$ cat config.mk
export PLATFORM = sky130hd
export DESIGN_NAME = uart_frame_responder
export DESIGN_NICKNAME = d
export VERILOG_FILES = /design/src/rtl/uart_frame_responder.sv
export SDC_FILE = /design/constraint.sdc
export NUM_CORES = 1
export LEC_CHECK = 0
export ABC_AREA = 1
export ABC_CLOCK_PERIOD_IN_PS = 2200
export CAP_MARGIN = 20
export CORE_MARGIN = 1
export CORE_UTILIZATION = 50
export DETAILED_ROUTE_END_ITERATION = 7
export PLACE_DENSITY_LB_ADDON = 0.1
export SYNTH_ARGS = -nofsm -noshare
export SYNTH_HDL_FRONTEND = slang
export SYNTH_SLANG_ARGS = --single-unit
$ cat constraint.sdc
create_clock -name clk_i -period 2.2 [get_ports clk_i]
set_input_delay 0.66 -clock clk_i [delete_from_list [all_inputs] [get_ports clk_i]]
set_output_delay 0.66 -clock clk_i [all_outputs]
set_load 0.05 [all_outputs]
$ cat src/rtl/uart_frame_responder.sv
// Modbus-style request/response responder sitting between a byte-level UART receiver and transmitter.
// Parses 4-byte requests (ADDR, CMD, CRC16), then answers read requests with a latched payload.
`timescale 1ns/1ps
module uart_frame_responder #(
  parameter int unsigned BYTES       = 4,
  parameter logic [7:0]  ADDRESS     = 8'h01,
  parameter int unsigned TURNAROUND  = 16,
  parameter int unsigned GAP_TIMEOUT = 255
) (
  input  logic             clk_i,
  input  logic             rst_i,
  input  logic             baud_clock,
  input  logic [7:0]       rx_data_i,
  input  logic             new_rx_data_i,
  output logic [7:0]       tx_data_o,
  output logic             new_tx_data_o,
  input  logic             tx_busy_i,
  input  logic [BYTES*8-1:0] data_i,
  output logic             busy_o,
  output logic [7:0]       req_ok_cnt_o,
  output logic [7:0]       crc_err_cnt_o
);

  localparam int unsigned   GW         = $clog2(GAP_TIMEOUT + 1) + 1;
  localparam logic [GW-1:0] GAP_LIMIT  = GW'(GAP_TIMEOUT);
  localparam logic [15:0]   TURN_LIMIT = 16'(TURNAROUND);
  localparam logic [7:0]    LAST_DATA  = 8'(BYTES - 1);
  localparam logic [7:0]    CMD_READ   = 8'h01;

  typedef enum logic [2:0] {
    P_IDLE, P_GET_CMD, P_GET_CRC_L, P_GET_CRC_H, P_CHECK
  } pstate_t;

  typedef enum logic [2:0] {
    R_IDLE, R_WAIT, R_SEND_HDR, R_SEND_DATA, R_SEND_CRC, R_DONE
  } rstate_t;

  function automatic logic [15:0] crc16_byte(input logic [15:0] crc_in, input logic [7:0] data);
    logic [15:0] c;
    c = crc_in ^ {8'h00, data};
    for (int unsigned i = 0; i < 8; i++) begin
      c = c[0] ? ((c >> 1) ^ 16'hA001) : (c >> 1);
    end
    return c;
  endfunction

  pstate_t       pstate, pnext;
  rstate_t       rstate, rnext;
  logic [7:0]    addr_q, cmd_q;
  logic [15:0]   rx_crc;
  logic [GW-1:0] gap_cnt;
  logic          gap_timeout, start_frame, accept, crc_err_event;

  logic [15:0]        turn_cnt;
  logic [7:0]         idx;
  logic [7:0]         resp_cmd;
  logic               is_read;
  logic [BYTES*8-1:0] payload;
  logic [15:0]        tx_crc;
  logic [7:0]         tx_byte;
  logic               send_state, fire, last;

  // ---------------- request parser ----------------
  always_comb begin
    gap_timeout = (pstate inside {P_GET_CMD, P_GET_CRC_L, P_GET_CRC_H}) && (gap_cnt >= GAP_LIMIT);
    // A byte landing on a timeout (or right after CHECK) opens a fresh frame rather than being lost.
    start_frame = new_rx_data_i && (pstate == P_IDLE || pstate == P_CHECK || gap_timeout);
    pnext = pstate;
    if (start_frame) begin
      pnext = P_GET_CMD;
    end else if (gap_timeout) begin
      pnext = P_IDLE;
    end else begin
      case (pstate)
        P_GET_CMD:   if (new_rx_data_i) pnext = P_GET_CRC_L;
        P_GET_CRC_L: if (new_rx_data_i) pnext = P_GET_CRC_H;
        P_GET_CRC_H: if (new_rx_data_i) pnext = P_CHECK;
        P_CHECK:     pnext = P_IDLE;
        default:     pnext = pstate;
      endcase
    end
  end

  always_comb begin
    accept        = (pstate == P_CHECK) && (rx_crc == '0) && (addr_q == ADDRESS) && (rstate == R_IDLE);
    crc_err_event = (pstate == P_CHECK) && (rx_crc != '0);
  end

  always_ff @(posedge clk_i) begin
    if (rst_i) pstate <= P_IDLE;
    else       pstate <= pnext;
  end

  always_ff @(posedge clk_i) begin
    if (rst_i) begin
      addr_q        <= '0;
      cmd_q         <= '0;
      rx_crc        <= '0;
      gap_cnt       <= '0;
      req_ok_cnt_o  <= '0;
      crc_err_cnt_o <= '0;
    end else begin
      if (start_frame) begin
        addr_q <= rx_data_i;
        rx_crc <= crc16_byte('1, rx_data_i);
      end else if (new_rx_data_i && (pstate inside {P_GET_CMD, P_GET_CRC_L, P_GET_CRC_H})) begin
        rx_crc <= crc16_byte(rx_crc, rx_data_i);
        if (pstate == P_GET_CMD) cmd_q <= rx_data_i;
      end

      if (new_rx_data_i || pstate == P_IDLE || gap_timeout) gap_cnt <= '0;
      else if (baud_clock)                                  gap_cnt <= gap_cnt + 1'b1;

      if (accept) req_ok_cnt_o <= req_ok_cnt_o + 8'd1;
      if (crc_err_event && crc_err_cnt_o != '1) crc_err_cnt_o <= crc_err_cnt_o + 8'd1;
    end
  end

  // ---------------- response sequencer ----------------
  always_comb begin
    send_state = rstate inside {R_SEND_HDR, R_SEND_DATA, R_SEND_CRC};
    // new_tx_data_o is registered, so gating on it spaces pulses and holds tx_data_o for two cycles.
    fire       = send_state && !tx_busy_i && !new_tx_data_o;
  end

  always_comb begin
    rnext   = rstate;
    tx_byte = '0;
    last    = 1'b0;
    case (rstate)
      R_IDLE: if (accept) rnext = R_WAIT;
      R_WAIT: if (turn_cnt >= TURN_LIMIT) rnext = R_SEND_HDR;
      R_SEND_HDR: begin
        tx_byte = (idx == 8'd0) ? ADDRESS : resp_cmd;
        last    = (idx == 8'd1);
        if (fire && last) rnext = is_read ? R_SEND_DATA : R_SEND_CRC;
      end
      R_SEND_DATA: begin
        tx_byte = payload[7:0];
        last    = (idx == LAST_DATA);
        if (fire && last) rnext = R_SEND_CRC;
      end
      R_SEND_CRC: begin
        tx_byte = (idx == 8'd0) ? tx_crc[7:0] : tx_crc[15:8];
        last    = (idx == 8'd1);
        if (fire && last) rnext = R_DONE;
      end
      R_DONE:  rnext = R_IDLE;
      default: rnext = R_IDLE;
    endcase
  end

  always_ff @(posedge clk_i) begin
    if (rst_i) rstate <= R_IDLE;
    else       rstate <= rnext;
  end

  always_ff @(posedge clk_i) begin
    if (rst_i) begin
      turn_cnt      <= '0;
      idx           <= '0;
      resp_cmd      <= '0;
      is_read       <= 1'b0;
      payload       <= '0;
      tx_crc        <= '0;
      tx_data_o     <= '0;
      new_tx_data_o <= 1'b0;
    end else begin
      new_tx_data_o <= fire;
      if (accept) begin
        payload  <= data_i;
        is_read  <= (cmd_q == CMD_READ);
        resp_cmd <= (cmd_q == CMD_READ) ? cmd_q : (cmd_q | 8'h80);
        tx_crc   <= '1;
        idx      <= '0;
        turn_cnt <= '0;
      end
      if (rstate == R_WAIT && baud_clock && turn_cnt < TURN_LIMIT) turn_cnt <= turn_cnt + 16'd1;
      if (fire) begin
        tx_data_o <= tx_byte;
        idx       <= last ? 8'd0 : idx + 8'd1;
        if (rstate != R_SEND_CRC)  tx_crc  <= crc16_byte(tx_crc, tx_byte);
        if (rstate == R_SEND_DATA) payload <= payload >> 8;
      end
    end
  end

  assign busy_o = (rstate != R_IDLE) || accept;

endmodule
==> run metrics <==
FFs w/ async S/R, synth=0; Die X=124 um; status=finished, violations left; CTS sink count=153; number of port buffers=70; Synth Flop Type=dfxtp_1; Worst Hold Launch=turn_cnt[15]; routed vias/inst=5.27; FF-to-FF path depth=23; Seq/Total Area, Yosys=0.409; worst r2r src=idx[1]; Synth warnings=0; Core Area=14600 um^2; layout cell share with drive strength beyond 1=0.293; Mean Syn Cell Area=7.36 um^2; GRT Resource Usage Total=0.255; relative slew slack=0.663; fin nets=1281; Hold Crit Class=flip-flop to flip-flop; commonest non-fill, non-tap cell in the layout=dfxtp_1; CTS tree=done; Cell variety after synth=49; largest net degree at the start of global routing=51; crit path from=rx_crc[3]; vias in the first global route=6904; Peak supply drop=651 uV; Final Hold Fails=0; row count=44; CP max-delay cell=dfxtp_2; DR iter-0 viols=531; routed vias=7511; Hold Crit Depth=2; data required time of the critical path=1.54 ns; CP cell instances=nor4_4 -> nand4_1 -> nor3_2 -> buf_4 -> buf_6 -> nor3_2 -> inv_2 -> buf_12; fin crit period=2.58 ns; Post-synth EDFFs=0; Synth Net Count=1072; routability congestion estimate=0.893; Area Growth Syn to Fin=44.0%; dpl cells=1355; final setup violation count=19; total design power=10.3 mW; crit-path max cell delay=0.33 ns; htree depth=4; Die H=124 um; Worst Clk Skew=0.0111 ns; worst skew pair latency=0.43 ns; initial antenna violation count=0; CP top delay family=simple AND/OR/NAND/NOR gates; Hold Slack=0.431 ns; Top Ports=71; commonest cells after routing, fill and taps aside=dfxtp_1 (141), buf_4 (140), nand2_1 (130); failing checks=negative setup slack; ANT nets after route=0; CP Launch Type=flip-flop; crit path capture type=output pin; Reg clk slew, reported paths=0.06 ns; detailed placer's ending HPWL=13200 um; max cap viols=0; pre-CTS setup slack=-0.471 ns; P_leak=4.67 nW; Worst Path Buf+Inv=4; Starting Density=0.514; fin cells=1424; post-synthesis cell count=1018; #FFs+latches synth=153; Max Fclk=388 MHz; most frequent CP cell=nor3_2; ANT cells=0; DRC violations left=0; Power Density=959 nW/um^2; CP arrival=1.92 ns; Clock Tree Root=clkbuf_16; drt wl/cell=14.5 um; part of the cycle the worst path needs=1.17; crit-path max FO=2; Worst-Margin Slew=0.507 ns; gr ovfl total=0; maximum clock path buffer count=2; critical path depth in cells=8; worst setup margin=-0.380 ns; global-route wire length before repair=32500 um; WL final=20600 um; DR pass1 iterations=5; Final Max Slew Viols=0; Post-Syn Area=7500 um^2; RSZ-0062 raised after global routing=yes; crit path kind=flip-flop to output pin; cts bufs inserted=17; die footprint=15500 um^2
cells by family (layout without fill, tap and decap cells):
| family | after synthesis | count (layout) | synth area share |
|---|---|---|---|
| buf+inv | 156 | 378 | 0.0856 |
| xor+xnor | 42 | 42 | 0.0491 |
| compound gates | 228 | 228 | 0.172 |
| fa+ha+maj | 9 | 9 | 0.0150 |
| flops | 153 | 153 | 0.409 |
| simple gates | 430 | 430 | 0.269 |
worst min-delay path: cells and delay by family (launching register included):
family,cells,cell delay (ns)
flops,1,0.31
buf+inv,1,0.05
simple gates,1,0.03
final timing paths:
path / endpoint / slack [ns]
worst max-delay path: busy_o / -0.38
worst min-delay path: turn_cnt[15] / 0.43
worst max register to register: tx_crc[0] / -0.15
worst min register to register: turn_cnt[15] / 0.43
cell usage after synthesis, types with 3 or more instances:
| library cell | instances | area share |
|---|---|---|
| a21oi_1 | 58 | 0.039 |
| nand2_2 | 15 | 0.013 |
| buf_2 | 7 | 0.0047 |
| xor2_1 | 23 | 0.027 |
| nand4_1 | 8 | 0.0067 |
| clkbuf_1 | 27 | 0.014 |
| nor2_1 | 127 | 0.064 |
| o21ai_1 | 10 | 0.0067 |
| nand2_4 | 4 | 0.0060 |
| nand3_2 | 9 | 0.012 |
| xnor2_1 | 19 | 0.022 |
| nor4_1 | 11 | 0.0092 |
| a31oi_1 | 9 | 0.0075 |
| nand2_1 | 152 | 0.076 |
| a221oi_1 | 3 | 0.0035 |
| ha_1 | 9 | 0.015 |
| a211oi_1 | 4 | 0.0040 |
| o221ai_1 | 14 | 0.016 |
| nand3_1 | 69 | 0.046 |
| nor2_2 | 5 | 0.0042 |
| o211ai_1 | 5 | 0.0050 |
| inv_2 | 7 | 0.0035 |
| o21ai_0 | 112 | 0.075 |
| nor3_1 | 15 | 0.010 |
| nor2_4 | 6 | 0.0090 |
| inv_1 | 106 | 0.053 |
| nor2_8 | 3 | 0.0080 |
| a22oi_1 | 3 | 0.0030 |
| dfxtp_1 | 153 | 0.41 |
metrics by stage:
step | setup TNS [ns] | area, um^2 | utilization
after global routing | -6.94 | 10800 | 0.740
final | -1.39 | 10800 | 0.740
after global placement | -7.34 | 9250 | 0.634
after floorplan | 0 | 7500 | -
after detailed placement | -7.12 | 9250 | 0.634
after CTS | -0.434 | 10200 | 0.699
report_power, final:
part           internal, mW  switching (mW)  leakage (nW)  total [mW]
sequential             2.98           0.191          1.25        3.17
clock                  1.82            1.26         0.303        3.08
combinational          1.77            2.32          3.12        4.09
registers in the layout (all words and copies together) (netlist names), 3 cells and up:
| signal | cells |
|---|---|
| addr_q | 8 |
| idx | 8 |
| tx_data_o | 8 |
| cmd_q | 8 |
| gap_cnt | 9 |
| tx_crc | 16 |
| turn_cnt | 16 |
| rstate | 3 |
| crc_err_cnt_o | 8 |
| rx_crc | 16 |
| resp_cmd | 8 |
| payload | 32 |
| pstate | 3 |
| req_ok_cnt_o | 8 |
layer usage:
metal  global-route usage  wire length, um  up-vias  share of wire
met5                    0                0        -              0
met4               0.0652              223        0          0.011
met3               0.0485              779       22          0.038
met2                0.421             9920      147           0.48
met1                0.340             9660     3534           0.47
li1                     -                -     3808              -
cell type report:
| type | count | area [um^2] |
|---|---|---|
| timing repair buffer | 231 | 2120 |
| tap | 184 | 230 |
| fill | 1112 | 3790 |
| clock buffer | 18 | 429 |
| inverter | 115 | 444 |
| sequential | 153 | 3080 |
| clock inverter | 14 | 188 |
| multi-input combinational | 709 | 4310 |
what timing repair did:
item / in CTS / in global routing
gates cloned: 0 / 4
gates resized for setup: 74 / 135
hold buffers: 0 / 0
endpoints found under the setup margin: 78 / 84
setup buffers: 12 / 21
pin swaps: 24 / 46
Power figures use the tool's default switching activity.
